$ cat config.mk
export PLATFORM = sky130hd
export DESIGN_NAME = tmp101_temperature_assembler
export DESIGN_NICKNAME = d
export VERILOG_FILES = /design/src/rtl/tmp101_temperature_assembler_pkg.sv /design/src/rtl/tmp101_temperature_assembler_bin8_to_bcd3.sv /design/src/rtl/tmp101_temperature_assembler.sv
export SDC_FILE = /design/constraint.sdc
export NUM_CORES = 1
export LEC_CHECK = 0
export BUFFER_PORTS_ARGS = -buffer_cell sky130_fd_sc_hd__clkbuf_2
export CORE_UTILIZATION = 45
export CTS_CLUSTER_DIAMETER = 60
export DETAILED_ROUTE_END_ITERATION = 8
export SETUP_SLACK_MARGIN = 0.05
export SLEW_MARGIN = 20
export SYNTH_ARGS = -nofsm -noshare
export SYNTH_HDL_FRONTEND = slang
export SYNTH_SLANG_ARGS = --single-unit
$ cat constraint.sdc
create_clock -name clock -period 2.5 [get_ports clock]
set_input_delay 0.125 -clock clock [delete_from_list [all_inputs] [get_ports clock]]
set_output_delay 0.125 -clock clock [all_outputs]
set_load 0.02 [all_outputs]
$ cat src/rtl/tmp101_temperature_assembler_pkg.sv
// Shared definitions for the TMP101 temperature assembler slice.
// Purpose: state encoding for the assembler FSM, register geometry constants
//          and the small arithmetic helpers shared by the parent and the
//          double-dabble converter.
// Contents:
//   state_t          - assembler FSM states (WAIT_MSB, WAIT_LSB, CONVERT)
//   TMP101_*         - raw register width, fraction width, integer width
//   frac_to_tenths() - floor(frac*10/16) for the tenths display digit
//   bcd_add3()       - double-dabble nibble correction (+3 when >= 5)
package tmp101_temperature_assembler_pkg;

  localparam int TMP101_FRAC_BITS = 4;
  localparam int TMP101_RAW_WIDTH = 12;
  localparam int TMP101_INT_BITS  = 8;

  typedef enum logic [1:0] {
    WAIT_MSB = 2'd0,
    WAIT_LSB = 2'd1,
    CONVERT  = 2'd2
  } state_t;

  // The fraction is in sixteenths of a degree; scaling by 10 and dropping
  // the four fractional bits truncates toward zero, which is what the
  // display shows.
  function automatic logic [3:0] frac_to_tenths(input logic [3:0] frac);
    logic [7:0] scaled;
    scaled = {4'd0, frac} * 8'd10;
    return scaled[7:4];
  endfunction

  function automatic logic [3:0] bcd_add3(input logic [3:0] nib);
    return (nib >= 4'd5) ? (nib + 4'd3) : nib;
  endfunction

endpackage

$ cat src/rtl/tmp101_temperature_assembler_bin8_to_bcd3.sv
// bin8_to_bcd3: sequential double-dabble converter, one bit per clock.
// Ports:
//   clock    in  system clock
//   Reset    in  asynchronous active-high reset
//   Start    in  1-cycle load request; Bin is captured on this edge
//   Bin      in  8-bit unsigned value to convert
//   Done     out high once all iterations are complete, until the next edge
//   Hundreds out BCD hundreds digit
//   Tens     out BCD tens digit
//   Ones     out BCD ones digit
// After Start is sampled, CONVERT_BITS edges perform the add-3/shift steps;
// Done is then high for exactly one cycle with the digits stable.
module bin8_to_bcd3
  import tmp101_temperature_assembler_pkg::*;
#(
  parameter int CONVERT_BITS = 8
) (
  input  logic       clock,
  input  logic       Reset,
  input  logic       Start,
  input  logic [7:0] Bin,
  output logic       Done,
  output logic [3:0] Hundreds,
  output logic [3:0] Tens,
  output logic [3:0] Ones
);

  logic [7:0]  bin_q, bin_d;
  logic [11:0] bcd_q, bcd_d;
  logic [3:0]  count_q, count_d;
  logic        active_q, active_d;
  logic [11:0] bcd_adj;

  // Each iteration corrects every nibble first and then shifts, so the last
  // shift leaves the digits final without a trailing correction.
  always_comb begin
    bin_d    = bin_q;
    bcd_d    = bcd_q;
    count_d  = count_q;
    active_d = active_q;
    bcd_adj  = {bcd_add3(bcd_q[11:8]), bcd_add3(bcd_q[7:4]), bcd_add3(bcd_q[3:0])};
    if (Start) begin
      bin_d    = Bin;
      bcd_d    = 12'd0;
      count_d  = 4'(CONVERT_BITS);
      active_d = 1'b1;
    end else if (active_q) begin
      if (count_q != 4'd0) begin
        {bcd_d, bin_d} = {bcd_adj, bin_q} << 1;
        count_d        = count_q - 4'd1;
      end else begin
        active_d = 1'b0;
      end
    end
  end

  always_ff @(posedge clock or posedge Reset) begin
    if (Reset) begin
      bin_q    <= '0;
      bcd_q    <= '0;
      count_q  <= '0;
      active_q <= 1'b0;
    end else begin
      bin_q    <= bin_d;
      bcd_q    <= bcd_d;
      count_q  <= count_d;
      active_q <= active_d;
    end
  end

  assign Done     = active_q && (count_q == 4'd0);
  assign Hundreds = bcd_q[11:8];
  assign Tens     = bcd_q[7:4];
  assign Ones     = bcd_q[3:0];

endmodule

$ cat src/rtl/tmp101_temperature_assembler.sv
// tmp101_temperature_assembler: turns the two received TMP101 temperature
// bytes into a 12-bit reading plus sign and BCD digits for the display.
// Ports:
//   clock        in   system clock
//   Reset        in   asynchronous active-high reset
//   FrameStart   in   pulse at I2C START; re-aligns MSB/LSB ordering
//   ByteValid    in   pulse: ReceivedData holds a complete byte
//   ReceivedData in   received byte, MSB of the register first
//   TempRaw      out  last reading {MSB, LSB[7:4]}, two's complement
//   Sign         out  1 = negative reading
//   BCDHundreds  out  integer magnitude hundreds digit
//   BCDTens      out  integer magnitude tens digit
//   BCDOnes      out  integer magnitude ones digit
//   BCDTenths    out  fractional tenths digit
//   DataReady    out  1-cycle pulse when all outputs update together
//   Busy         out  high while converting
//   Overrun      out  1-cycle pulse: a byte arrived while converting and was dropped
module tmp101_temperature_assembler
  import tmp101_temperature_assembler_pkg::*;
#(
  parameter int CONVERT_BITS = 8
) (
  input  logic        clock,
  input  logic        Reset,
  input  logic        FrameStart,
  input  logic        ByteValid,
  input  logic [7:0]  ReceivedData,
  output logic [11:0] TempRaw,
  output logic        Sign,
  output logic [3:0]  BCDHundreds,
  output logic [3:0]  BCDTens,
  output logic [3:0]  BCDOnes,
  output logic [3:0]  BCDTenths,
  output logic        DataReady,
  output logic        Busy,
  output logic        Overrun
);

  state_t state_q, state_d;
  logic [7:0]  msb_q, msb_d;
  logic [11:0] raw_pend_q, raw_pend_d;
  logic        sign_pend_q, sign_pend_d;
  logic [3:0]  tenths_pend_q, tenths_pend_d;
  logic [11:0] temp_raw_q, temp_raw_d;
  logic        sign_q, sign_d;
  logic [3:0]  hundreds_q, hundreds_d;
  logic [3:0]  tens_q, tens_d;
  logic [3:0]  ones_q, ones_d;
  logic [3:0]  tenths_q, tenths_d;
  logic        data_ready_q, data_ready_d;
  logic        overrun_q, overrun_d;

  logic [11:0] raw_new;
  logic [12:0] mag;
  logic        conv_start;
  logic        conv_done;
  logic [3:0]  conv_hundreds, conv_tens, conv_ones;

  // The candidate reading is formed from the held MSB and the byte on the
  // bus; it is only used on the cycle the LSB is accepted. The magnitude is
  // 13 bits wide so that -128.0 (0x800) negates to +128 without wrapping.
  always_comb begin
    raw_new = {msb_q, ReceivedData[7:4]};
    if (raw_new[TMP101_RAW_WIDTH-1]) begin
      mag = {1'b0, ~raw_new} + 13'd1;
    end else begin
      mag = {1'b0, raw_new};
    end
  end

  // Sign, raw value and tenths are captured alongside the converter load
  // and held in the pending registers so that every output changes on the
  // same edge as the BCD digits. FrameStart with a byte re-aligns and takes
  // the byte as a fresh MSB; FrameStart while converting is ignored.
  always_comb begin
    state_d       = state_q;
    msb_d         = msb_q;
    raw_pend_d    = raw_pend_q;
    sign_pend_d   = sign_pend_q;
    tenths_pend_d = tenths_pend_q;
    temp_raw_d    = temp_raw_q;
    sign_d        = sign_q;
    hundreds_d    = hundreds_q;
    tens_d        = tens_q;
    ones_d        = ones_q;
    tenths_d      = tenths_q;
    data_ready_d  = 1'b0;
    overrun_d     = 1'b0;
    conv_start    = 1'b0;
    unique case (state_q)
      WAIT_MSB: begin
        if (ByteValid) begin
          msb_d   = ReceivedData;
          state_d = WAIT_LSB;
        end
      end
      WAIT_LSB: begin
        if (ByteValid && FrameStart) begin
          msb_d   = ReceivedData;
          state_d = WAIT_LSB;
        end else if (ByteValid) begin
          raw_pend_d    = raw_new;
          sign_pend_d   = raw_new[TMP101_RAW_WIDTH-1];
          tenths_pend_d = frac_to_tenths(mag[TMP101_FRAC_BITS-1:0]);
          conv_start    = 1'b1;
          state_d       = CONVERT;
        end else if (FrameStart) begin
          state_d = WAIT_MSB;
        end
      end
      CONVERT: begin
        overrun_d = ByteValid;
        if (conv_done) begin
          temp_raw_d   = raw_pend_q;
          sign_d       = sign_pend_q;
          tenths_d     = tenths_pend_q;
          hundreds_d   = conv_hundreds;
          tens_d       = conv_tens;
          ones_d       = conv_ones;
          data_ready_d = 1'b1;
          state_d      = WAIT_MSB;
        end
      end
      default: state_d = WAIT_MSB;
    endcase
  end

  always_ff @(posedge clock or posedge Reset) begin
    if (Reset) begin
      state_q       <= WAIT_MSB;
      msb_q         <= '0;
      raw_pend_q    <= '0;
      sign_pend_q   <= 1'b0;
      tenths_pend_q <= '0;
      temp_raw_q    <= '0;
      sign_q        <= 1'b0;
      hundreds_q    <= '0;
      tens_q        <= '0;
      ones_q        <= '0;
      tenths_q      <= '0;
      data_ready_q  <= 1'b0;
      overrun_q     <= 1'b0;
    end else begin
      state_q       <= state_d;
      msb_q         <= msb_d;
      raw_pend_q    <= raw_pend_d;
      sign_pend_q   <= sign_pend_d;
      tenths_pend_q <= tenths_pend_d;
      temp_raw_q    <= temp_raw_d;
      sign_q        <= sign_d;
      hundreds_q    <= hundreds_d;
      tens_q        <= tens_d;
      ones_q        <= ones_d;
      tenths_q      <= tenths_d;
      data_ready_q  <= data_ready_d;
      overrun_q     <= overrun_d;
    end
  end

  bin8_to_bcd3 #(
    .CONVERT_BITS(CONVERT_BITS)
  ) u_bcd (
    .clock    (clock),
    .Reset    (Reset),
    .Start    (conv_start),
    .Bin      (mag[TMP101_RAW_WIDTH-1:TMP101_FRAC_BITS]),
    .Done     (conv_done),
    .Hundreds (conv_hundreds),
    .Tens     (conv_tens),
    .Ones     (conv_ones)
  );

  assign TempRaw     = temp_raw_q;
  assign Sign        = sign_q;
  assign BCDHundreds = hundreds_q;
  assign BCDTens     = tens_q;
  assign BCDOnes     = ones_q;
  assign BCDTenths   = tenths_q;
  assign DataReady   = data_ready_q;
  assign Busy        = (state_q == CONVERT);
  assign Overrun     = overrun_q;

endmodule

# Word level (Yosys, flattened, before mapping)
# Index checks and enable logic that the tools add are counted.
[classes]
n_lt_le_gt_ge = 3
n_eq_ne = 6
n_mul = 1
bitwise_logic = 2
n_addsub = 5
reduce_logical = 13
mux = 31
[ops]
columns = ["op", "count"]
rows = [
  ["12-bit 2-to-1 mux", 4],
  ["8-bit 2-to-1 mux", 5],
  ["4-bit 2-to-1 mux", 5],
  ["8-bit one-hot mux with 2 select lines", 1],
  ["12-bit by 1-bit adder with 12-bit output (second input constant)", 1],
  ["4-bit by 3-bit greater-or-equal comparator with 1-bit output (second input constant)", 3],
  ["12-bit NOT", 1],
  ["2-bit 2-to-1 mux", 5],
  ["1-bit 2-to-1 mux", 9],
  ["3-bit AND reduction", 3],
  ["4-bit by 2-bit adder with 4-bit output (second input constant)", 2],
  ["4-bit by 3-bit multiplier with 7-bit output (second input constant)", 1],
  ["2-bit one-hot mux with 3 select lines", 1],
  ["2-bit nonzero test", 3],
  ["4-bit logical NOT", 1],
  ["2-bit inequality test (second input constant)", 2],
  ["4-bit inequality test (second input constant)", 1],
  ["2-bit AND reduction", 2],
  ["4-bit nonzero test", 1],
  ["4-bit by 1-bit subtractor with 4-bit output (second input constant)", 1],
  ["3-bit by 2-bit adder with 3-bit output (second input constant)", 1],
  ["3-bit 2-to-1 mux", 1],
  ["2-bit by 1-bit == test with 1-bit output (second input constant)", 1],
  ["2-bit == test (second input constant)", 1],
  ["4 further kinds", 5],
]
[word_totals]
inputBits = 12
elab_cells = 78
reg_bits = 83
out_inout_bits = 32

# Longest topological paths before layout
# Gate-level depths: netlist of the first run.
[depth]
word_depth = 5
ltp_mapped = 9
mapped_depth_nobuf = 9

# Modules after synthesis
# From an unflattened synthesis of the first run, not the netlist that was laid out.
[unflattened]
hier_cells = 335
area_unflattened_um2 = 3971.3
[by_module_without_submodules]
columns = ["mod", "n_inst", "seq_area_each_um2", "cells_per_inst", "area_per_inst_um2"]
rows = [
  ["tmp101_temperature_assembler", 1, 1401.3, 168, 2472.4],
  ["bin8_to_bcd3", 1, 625.6, 167, 1498.9],
]

# Worst setup path before layout of the first run
# Ideal clock, no wire load.
[synth_timing]
path_kind = "register to register"
start = "register msb_q[7]"
end = "register tenths_pend_q[2]"
setup_time_ns = 0.136
period_less_slack_ns = 2.009
arrival_time_ns = 1.872
slack_ns = 0.491
n_path_buf = 0
stages_incl_launch_ff = 8
required_ns = 2.364
cell_sequence = "dfrtp_1 o31ai_1 xnor2_1 ha_1 ha_1 fa_1 xnor2_1 o21ai_0"
[synth_via]
elab_chain_cells = 2
[synth_lines]
columns = ["item", "line", "text"]
rows = [
  ["start, declared", "tmp101_temperature_assembler.sv:40", "logic [7:0] msb_q, msb_d;"],
  ["start signal, assigned", "tmp101_temperature_assembler.sv:145", "msb_q <= msb_d;"],
  ["12-bit 2-to-1 mux", "tmp101_temperature_assembler.sv:64", "if (raw_new[TMP101_RAW_WIDTH-1]) begin"],
  ["4-bit by 3-bit multiplier with 7-bit output", "tmp101_temperature_assembler_pkg.sv:27", "scaled = {4'd0, frac} * 8'd10;"],
  ["end signal, assigned", "tmp101_temperature_assembler.sv:148", "tenths_pend_q <= tenths_pend_d;"],
  ["end, declared", "tmp101_temperature_assembler.sv:43", "logic [3:0] tenths_pend_q, tenths_pend_d;"],
]
# Every way passes these cells.
# A chain may end at the register's enable or synchronous reset.

# Worst setup path in the final report of the first run
# Same ends and word-level chain as after synthesis.

==> impl_metrics.json, run 1 <==
{
  "endpoint_kind": "register",
  "yosysSeqAreaShare": 0.5425,
  "hold_viol": 0,
  "syn_area_per_cell_um2": 11.15,
  "ios": 44,
  "ant_nets": 0,
  "seqCellArea_um2": 2027,
  "drtIter0Drc": 116,
  "synth.distinct_cells": 38,
  "start_util": 0.4737,
  "htree_levels": 3,
  "antenna_found_initial": 0,
  "n_antenna_cell": 0,
  "cp.arrival_ns": 2.39,
  "required_ns": 2.71,
  "power_leakage_uw": 0.002123,
  "ir_worst_vdd_mv": 0.5551,
  "synth_edf_count": 0,
  "post-place-ws_ns": 0.3055,
  "cts_tree": "done",
  "synth_xor_area_frac": 0.03985,
  "drive_gt1_frac": 0.2642,
  "setup_viol": 0,
  "drv_cap": 0,
  "grt_overflow": 0,
  "ys_async_sr_fraction": 1.000,
  "post-route-period-util": 0.8716,
  "synthSimpleGateAreaFrac": 0.1306,
  "die_area_um2": 8670,
  "portBuffers": 43,
  "drv_slew": 0,
  "power.total_uw": 5286,
  "worstPathMaxFanout": 7,
  "synth-adder-area-share": 0.04555,
  "startpoint_type": "register",
  "clk_pin_slew_worst_paths_ns": 0.08,
  "fin_worst_skew_ns": 0.01001,
  "core_area_um2": 7888,
  "cts_inserted_buffers": 9,
  "firstDrtPassIters": 6,
  "rsz0062_at_grt": "false",
  "gp_congestion": 0.7869,
  "hpwl_um": 4686,
  "area_delta_synth_final_pct": 13.60,
  "nNetsFinal": 406,
  "nFillCells": 714,
  "wl_per_cell_um": 13.84,
  "tightest_slew_ns": 0.7390,
  "hold_class": "input pin to register",
  "vias": 2490,
  "multi_input_area_um2": 1578,
  "fmax_mhz": 458.9,
  "grtUsageTotal": 0.1767,
  "syn-num-nets": 360,
  "post-cts-setup-buffer-count": 0,
  "synth_area_um2": 3736,
  "synth_top_family_by_area": "multiplexers",
  "grt_pass1_wl_um": 11780,
  "rows": 32,
  "route.detailed.drc": 0,
  "grt_pass1_vias": 2420,
  "clock_latency_ns": 0.34,
  "clock-sinks": 81,
  "wl_um": 6756,
  "rrSetupSlack_ns": 0.32,
  "root_buffer": "clkbuf_8",
  "path_class": "register to register",
  "die_x_um": 93.12,
  "slew_headroom": 0.5073,
  "grt_max_degree": 62,
  "fin_crit_ns": 2.179,
  "powerDensity_nw_per_um2": 1246,
  "clk_path_buf_depth": 2,
  "netlist_instances": 335,
  "status": "completed",
  "ys_seq_elements": 81,
  "viasPerCell": 5.102,
  "tns_ns": 0,
  "muxShareOfSynthArea": 0.1313,
  "yosysWarnings": 0,
  "hold_ws_ns": 0.02212,
  "setup_ws_ns": 0.3209,
  "synth_ff_type": "dfrtp_1",
  "die_y_um": 93.12,
  "synth_compound_area_frac": 0.07502
}
==> what timing repair did <==
item,CTS,global route
endpoints found under the hold margin,0,59
resized for setup,0,0
hold buffers,0,1
==> cell families after synthesis <==
logic type / Yosys count
compound gates: 47
fa+ha+maj: 13
simple gates: 103
buf+inv: 29
flops: 81
mux: 45
xor+xnor: 17
==> final cells by class <==
cell class                      instances  share of cell area
Inverter                               13             0.01209
Sequential cell                        81              0.4776
Timing Repair Buffer                   51             0.06545
Multi-Input combinational cell        225              0.3718
Clock buffer                           12             0.03656
Tap cell                              102             0.03007
Clock inverter                          4            0.006486
==> per-stage QoR <==
stage / util / instances / instance area, um^2
after floorplan: - / 335 / 3736
after global placement: 0.5135 / 471 / 4050
after detailed placement: 0.5135 / 471 / 4050
after CTS: 0.5366 / 487 / 4233
after global routing: 0.5381 / 488 / 4244
final: 0.5381 / 488 / 4244
==> cell usage after synthesis, types with 6 or more instances <==
cell,count,share of area
a21oi_1,11,0.015
inv_1,13,0.013
nor2_1,10,0.010
dfrtp_1,81,0.54
xnor2_1,13,0.030
ha_1,12,0.040
mux2_2,32,0.096
o21ai_0,26,0.035
clkbuf_1,7,0.0070
nand2_1,54,0.054
buf_2,6,0.0080
nand3_1,13,0.017
mux2i_1,13,0.035
==> registers in the layout, indices dropped and copies added, names as in the netlist, 4 cells and up <==
name,flops
u_bcd.count_q,4
msb_q,8
u_bcd.bcd_q,12
TempRaw,12
BCDHundreds,4
u_bcd.bin_q,8
BCDTens,4
BCDTenths,4
raw_pend_q,12
tenths_pend_q,4
BCDOnes,4
==> worst max-delay path, stage by stage, from the launching register on <==
cell	delay [ns]
dfrtp_1	0.47
o31ai_1	0.13
xnor2_1	0.30
ha_1	0.31
ha_1	0.23
fa_1	0.39
xnor2_1	0.15
o21ai_0	0.08
==> layer usage <==
metal  up-vias  share of wire  global-route usage
met3         6          0.031             0.04472
met4         0          0.012             0.05769
met1      1213           0.48              0.2299
met2        36           0.48              0.2886
met5         -              0                   0
li1       1235              -                   -
==> power breakdown <==
group          switching (uW)  total [uW]  leakage, uW  internal (uW)
logic                    1170        2120     0.000989            956
registers                 422        2290      0.00105           1870
clock network             461         875    0.0000846            414
total                    2050        5290      0.00212           3240
==> final timing paths <==
kind | startpoint | end | depth (start not counted)
max | msb_q[7] | tenths_pend_q[2] | 7
min | ReceivedData[3] | msb_q[3] | 2
max reg2reg | msb_q[7] | tenths_pend_q[2] | 7
min reg2reg | raw_pend_q[4] | raw_pend_q[4] | 2
max in group asynchronous | Reset | TempRaw[9] | 4
min in group asynchronous | Reset | Overrun | 3
==> cell usage in the layout (no fill, tap or decap), drive strengths merged, types with 3 or more instances in the layout <==
cell type and instances:
a211oi 4, a21oi 11, and2 3, buf 7, clkbuf 55, clkinvlp 3
dfrtp 81, ha 12, inv 13, mux2 32, mux2i 13, nand2 55
nand2b 5, nand3 13, nor2 10, nor3 3, nor3b 4, o21ai 26
xnor2 13, xor2 4
Power figures use the tool's default switching activity.
==> inputs of run 2 (changes only) <==
CTS_CLUSTER_DIAMETER = 150   (was 60)
clock period = 2.7 ns   (was 2.5 ns; I/O delays follow)
==> run 2 against run 1 <==
Against the previous run: sequential cell count stayed put; critical path depth stayed put; sequential share of layout area is 0.54 points lower; global-route usage is 0.13 points lower; clock power is 11% higher; power is 4.3% lower; clock skew hardly changed; fmax is 0.38% lower; design area is 1.1% higher; first-iteration DRC count is 15% lower; register-to-register slack better by 0.19 ns.
==> impl_metrics.json, run 2 (same netlist as run 1, synthesis figures left out) <==
{
  "ctsHoldBuffers": 1,
  "wl_met1_um": 3283,
  "slew_headroom": 0.5141,
  "viasPerCell": 5.103,
  "ant_nets": 0,
  "rows": 32,
  "combPwrFrac": 0.387,
  "final_cell_mix": "dfrtp_1 (81), nand2_1 (54), clkbuf_2 (43)",
  "wl_um": 6846,
  "grtUsageTotal": 0.1754,
  "hold_viol": 0,
  "clk_pin_slew_worst_paths_ns": 0.08,
  "hold_path_end": "msb_q[0]",
  "post-route-period-util": 0.8102,
  "clk_path_buf_depth": 2,
  "fin_worst_skew_ns": 0.009589,
  "multi_input_area_um2": 1578,
  "grt_max_degree": 44,
  "die_x_um": 93.12,
  "drtIter0Drc": 99,
  "tns_ns": 0,
  "clkPwrFrac": 0.193,
  "power_leakage_uw": 0.002146,
  "dpl_cell_area_um2": 4055,
  "grt_pass1_wl_um": 11720,
  "hold_class": "input pin to register",
  "drv_cap": 0,
  "die_y_um": 93.12,
  "r2r_cells": 7,
  "slowest_delay_ns": 0.48,
  "whs_path_depth": 2,
  "cpMaxStageDelayCell": "dfrtp_1",
  "fin_crit_ns": 2.187,
  "grt_pass1_vias": 2465,
  "wl_met2_um": 3242,
  "antenna_found_initial": 0,
  "fin_area_um2": 4293,
  "worstPathMaxFanout": 7,
  "area_delta_synth_final_pct": 14.90,
  "grt_overflow": 0,
  "cp.arrival_ns": 2.40,
  "nNetsFinal": 406,
  "setup_viol": 0,
  "finalCoreUtilization": 0.5443,
  "htree_levels": 3,
  "min-delay-start": "ReceivedData[0]",
  "startpoint_type": "register",
  "wl_per_cell_um": 14.06,
  "seqPwrFrac": 0.420,
  "route.detailed.drc": 0,
  "clock-sinks": 81,
  "firstDrtPassIters": 4,
  "crit_family": "adder cells",
  "drv_slew": 0,
  "switchingPower_uw": 1903,
  "rr_endpoint": "tenths_pend_q[2]",
  "endpoint_kind": "register",
  "p_sw_frac": 0.3763,
  "hold_ws_ns": 0.02364,
  "die_area_um2": 8670,
  "root_buffer": "clkbuf_8",
  "path_class": "register to register",
  "cts_inserted_buffers": 9,
  "rrSetupSlack_ns": 0.51,
  "hpwl_um": 4619,
  "seqCellArea_um2": 2027,
  "path_cells": "o31ai_1 > xnor2_1 > ha_1 > ha_1 > fa_1 > xnor2_1 > o21ai_0",
  "reg2reg_from": "msb_q[7]",
  "drive_gt1_frac": 0.2623,
  "post-cts-setup-buffer-count": 0,
  "crit_buf_inv": 0,
  "status": "completed",
  "fmax_mhz": 457.1,
  "setup_ws_ns": 0.5125,
  "intPower_uw": 3154,
  "ios": 44,
  "layout_commonest_cell": "dfrtp_1",
  "gp_congestion": 0.7795,
  "cts-resized-gates": 0,
  "post-place-ws_ns": 0.4922,
  "cts_tree": "done",
  "start_util": 0.4737,
  "vias": 2485,
  "maxUsedRoutingLayer": "met4",
  "tightest_slew_ns": 0.7256,
  "required_ns": 2.91,
  "n_antenna_cell": 0,
  "portBuffers": 43,
  "core_area_um2": 7888,
  "rsz0062_at_grt": "false",
  "clock_latency_ns": 0.35,
  "powerDensity_nw_per_um2": 1178,
  "ir_worst_vdd_mv": 0.5014,
  "route.met3.wl_um": 259,
  "nFillCells": 730
}
-- run 2: cell types whose count changed in the layout (fill, tap and decap cells not counted), sizes merged --
cell	previous run	this run
bufinv	0	2
dlygate4sd3	1	2
inv	13	12
clkinv	1	2
clkinvlp	3	2
buf	7	6
clkbuf	55	53
-- run 2: worst max path at each step --
stage,startpoint,endpoint,cells past startpoint
after detailed placement,msb_q[7],tenths_pend_q[2],7
after floorplan,Reset,BCDHundreds[0],1
after global placement,ReceivedData[4],tenths_pend_q[2],10
after global routing,msb_q[7],tenths_pend_q[2],7
final,msb_q[7],tenths_pend_q[2],7
after CTS,msb_q[7],tenths_pend_q[2],7
-- run 2: per-layer routing --
| layer | vias to the layer above | GRT usage |
|---|---|---|
| li1 | 1226 | - |
| met1 | 1203 | 0.2201 |
| met2 | 52 | 0.2911 |
| met3 | 4 | 0.04390 |
| met4 | 0 | 0.06795 |
| met5 | - | 0 |
-- run 2: layout make-up --
type	instances	share of cell area
clock buffers	10	0.03206
clock inverters	5	0.01865
inverters	13	0.01166
multi-input cells	225	0.3675
flip-flops and latches	81	0.4722
well taps	102	0.02973
repair buffers	51	0.06820
-- run 2: stage by stage --
step	power, uW	std cells
after detailed placement	4134	470
after CTS	5126	486
after global placement	4083	470
after global routing	5471	487
final	5058	487
after floorplan	3618	335
-- run 2: worst reg2reg max path, delay by kind of cell (launching register included) --
family                     cells  cell delay (ns)
AOI/OAI and AO/OA              2             0.21
xor gates and xnor gates       2             0.45
adders and majority gates      3             0.91
DFF                            1             0.48
-- run 2: power groups by stage --
stage	clock [uW]	sequential (uW)	combinational [uW]
floorplan	0	2240	1380
global placement	0	2140	1940
detailed placement	0	2150	1980
CTS	1000	2130	2000
global route	1040	2210	2220
finish	974	2130	1960
==> inputs of run 3 (changes only) <==
PLACE_DENSITY = 0.67   (was unset)
clock period = 1.8 ns   (was 2.7 ns; I/O delays follow)
==> run 3 against run 2 <==
Against the previous run: the flow now finishes with violations (setup timing); critical path depth unchanged; core utilization up 3.7 points; die area unchanged; combinational power up 81%; clock skew up 0.0041 ns; critical path type unchanged.
==> impl_metrics.json, run 3 (same netlist as run 1, synthesis figures left out) <==
{
  "drtIter0Drc": 139,
  "cp.arrival_ns": 2.14,
  "cts_tree": "done",
  "drv_cap": 0,
  "area_delta_synth_final_pct": 22.64,
  "nNetsFinal": 431,
  "root_buffer": "clkbuf_8",
  "hpwl_um": 4582,
  "drive_gt1_frac": 0.3455,
  "ios": 44,
  "post-route-period-util": 1.031,
  "htree_levels": 3,
  "clk_path_buf_depth": 2,
  "tns_ns": -0.08725,
  "ir_worst_vdd_mv": 0.8324,
  "wl_per_cell_um": 13.82,
  "clock_latency_ns": 0.35,
  "grt_pass1_wl_um": 12240,
  "grtUsageTotal": 0.1818,
  "powerDensity_nw_per_um2": 1745,
  "setup_viol": 2,
  "rsz0062_at_grt": "true",
  "fin_area_um2": 4582,
  "setup_ws_ns": -0.05531,
  "hold_class": "input pin to register",
  "wl_met1_um": 3271,
  "hold_viol": 0,
  "fin_crit_ns": 1.855,
  "power.total_uw": 7995,
  "die_y_um": 93.12,
  "rows": 32,
  "drv_slew": 0,
  "viasPerCell": 5.097,
  "maxUsedRoutingLayer": "met4",
  "worstPathMaxFanout": 4,
  "core_area_um2": 7888,
  "vias": 2615,
  "gp_congestion": 0.8065,
  "route.met3.wl_um": 211,
  "route.detailed.drc": 0,
  "die_x_um": 93.12,
  "startpoint_type": "register",
  "layout_commonest_cell": "dfrtp_1",
  "required_ns": 2.09,
  "wl_met2_um": 3536,
  "wl_um": 7090,
  "die_area_um2": 8670,
  "final_cell_mix": "dfrtp_1 (80), nand2_1 (52), clkbuf_2 (43)",
  "dp.cells": 484,
  "power_leakage_uw": 0.002288,
  "start_util": 0.4737,
  "firstDrtPassIters": 4,
  "tightest_slew_ns": 0.4643,
  "clock-sinks": 81,
  "dpl_cell_area_um2": 4212,
  "endpoint_kind": "register",
  "cts_inserted_buffers": 9,
  "antenna_found_initial": 0,
  "violations": "setup timing",
  "path_class": "register to register",
  "fin_worst_skew_ns": 0.01371,
  "grt_max_degree": 82,
  "grt_pass1_vias": 2556,
  "portBuffers": 43,
  "fin_cells": 513,
  "clk_pin_slew_worst_paths_ns": 0.09,
  "ant_nets": 0,
  "status": "finished, violations left",
  "n_antenna_cell": 0,
  "fmax_mhz": 539.0,
  "grt_overflow": 0,
  "slew_headroom": 0.6876
}
[run 3: changes by cell type in the layout (fill, tap and decap cells not counted), sizes merged]
cell         change
clkbuf           -1
buf             +22
bufinv           -2
inv              +5
dlygate4sd3      +3
clkinvlp         -1
[run 3: final timing paths]
check | from | endpoint | slack, ns | depth (start not counted)
setup / recovery | msb_q[7] | tenths_pend_q[1] | -0.06 | 7
hold / removal | ByteValid | Overrun | 0.03 | 2
setup reg to reg | msb_q[7] | tenths_pend_q[1] | -0.06 | 7
hold reg to reg | BCDHundreds[0] | BCDHundreds[0] | 0.48 | 2
max in group asynchronous | Reset | msb_q[7] | 1.06 | 4
min in group asynchronous | Reset | raw_pend_q[2] | 0.39 | 4
[run 3: what timing repair did]
| action | CTS | global route |
|---|---|---|
| hold buffers | 5 | 0 |
| pin swaps | 5 | 7 |
| resized for setup | 1 | 20 |
| setup endpoints to repair | 7 | 44 |
| buffers inserted | 7 | 2 |
| endpoints found under the hold margin | 85 | 0 |
[run 3: per-layer routing]
| layer | up-vias | global-route usage |
|---|---|---|
| li1 | 1275 | - |
| met1 | 1294 | 0.2404 |
| met2 | 40 | 0.2911 |
| met3 | 6 | 0.03902 |
| met4 | 0 | 0.07308 |
| met5 | - | 0 |
[run 3: per-stage QoR]
stage	utilization	setup WS [ns]	hold slack, ns
2_1_floorplan	-	-0.07173	0.1954
3_3_place_gp	0.5339	-0.01391	0.2334
3_5_place_dp	0.5339	-0.04237	0.2382
4_1_cts	0.5703	-0.0009366	0.01242
5_1_grt	0.5809	-0.1196	0.01449
6_report	0.5809	-0.05531	0.03063
[run 3: area by class of cell]
type | count | area [um^2]
Clock inverter | 7 | 60.06
Tap cell | 102 | 127.6
Fill cell | 670 | 3306
Clock buffer | 9 | 123.9
Inverter | 13 | 52.55
Multi-Input combinational cell | 225 | 1664
Timing Repair Buffer | 76 | 525.5
Sequential cell | 81 | 2028
[run 3: critical path, cell delays in order (launching register included)]
cell	delay, ns
dfrtp_2	0.41
o31ai_4	0.08
xnor2_1	0.22
ha_1	0.27
ha_2	0.19
fa_2	0.52
nand2_2	0.04
nand2_1	0.06
[run 3: power breakdown]
part           switching (uW)  internal, uW  leakage, uW
Combinational            1790          1740      0.00114
Clock                     735           531    0.0000969
Sequential                600          2590      0.00105
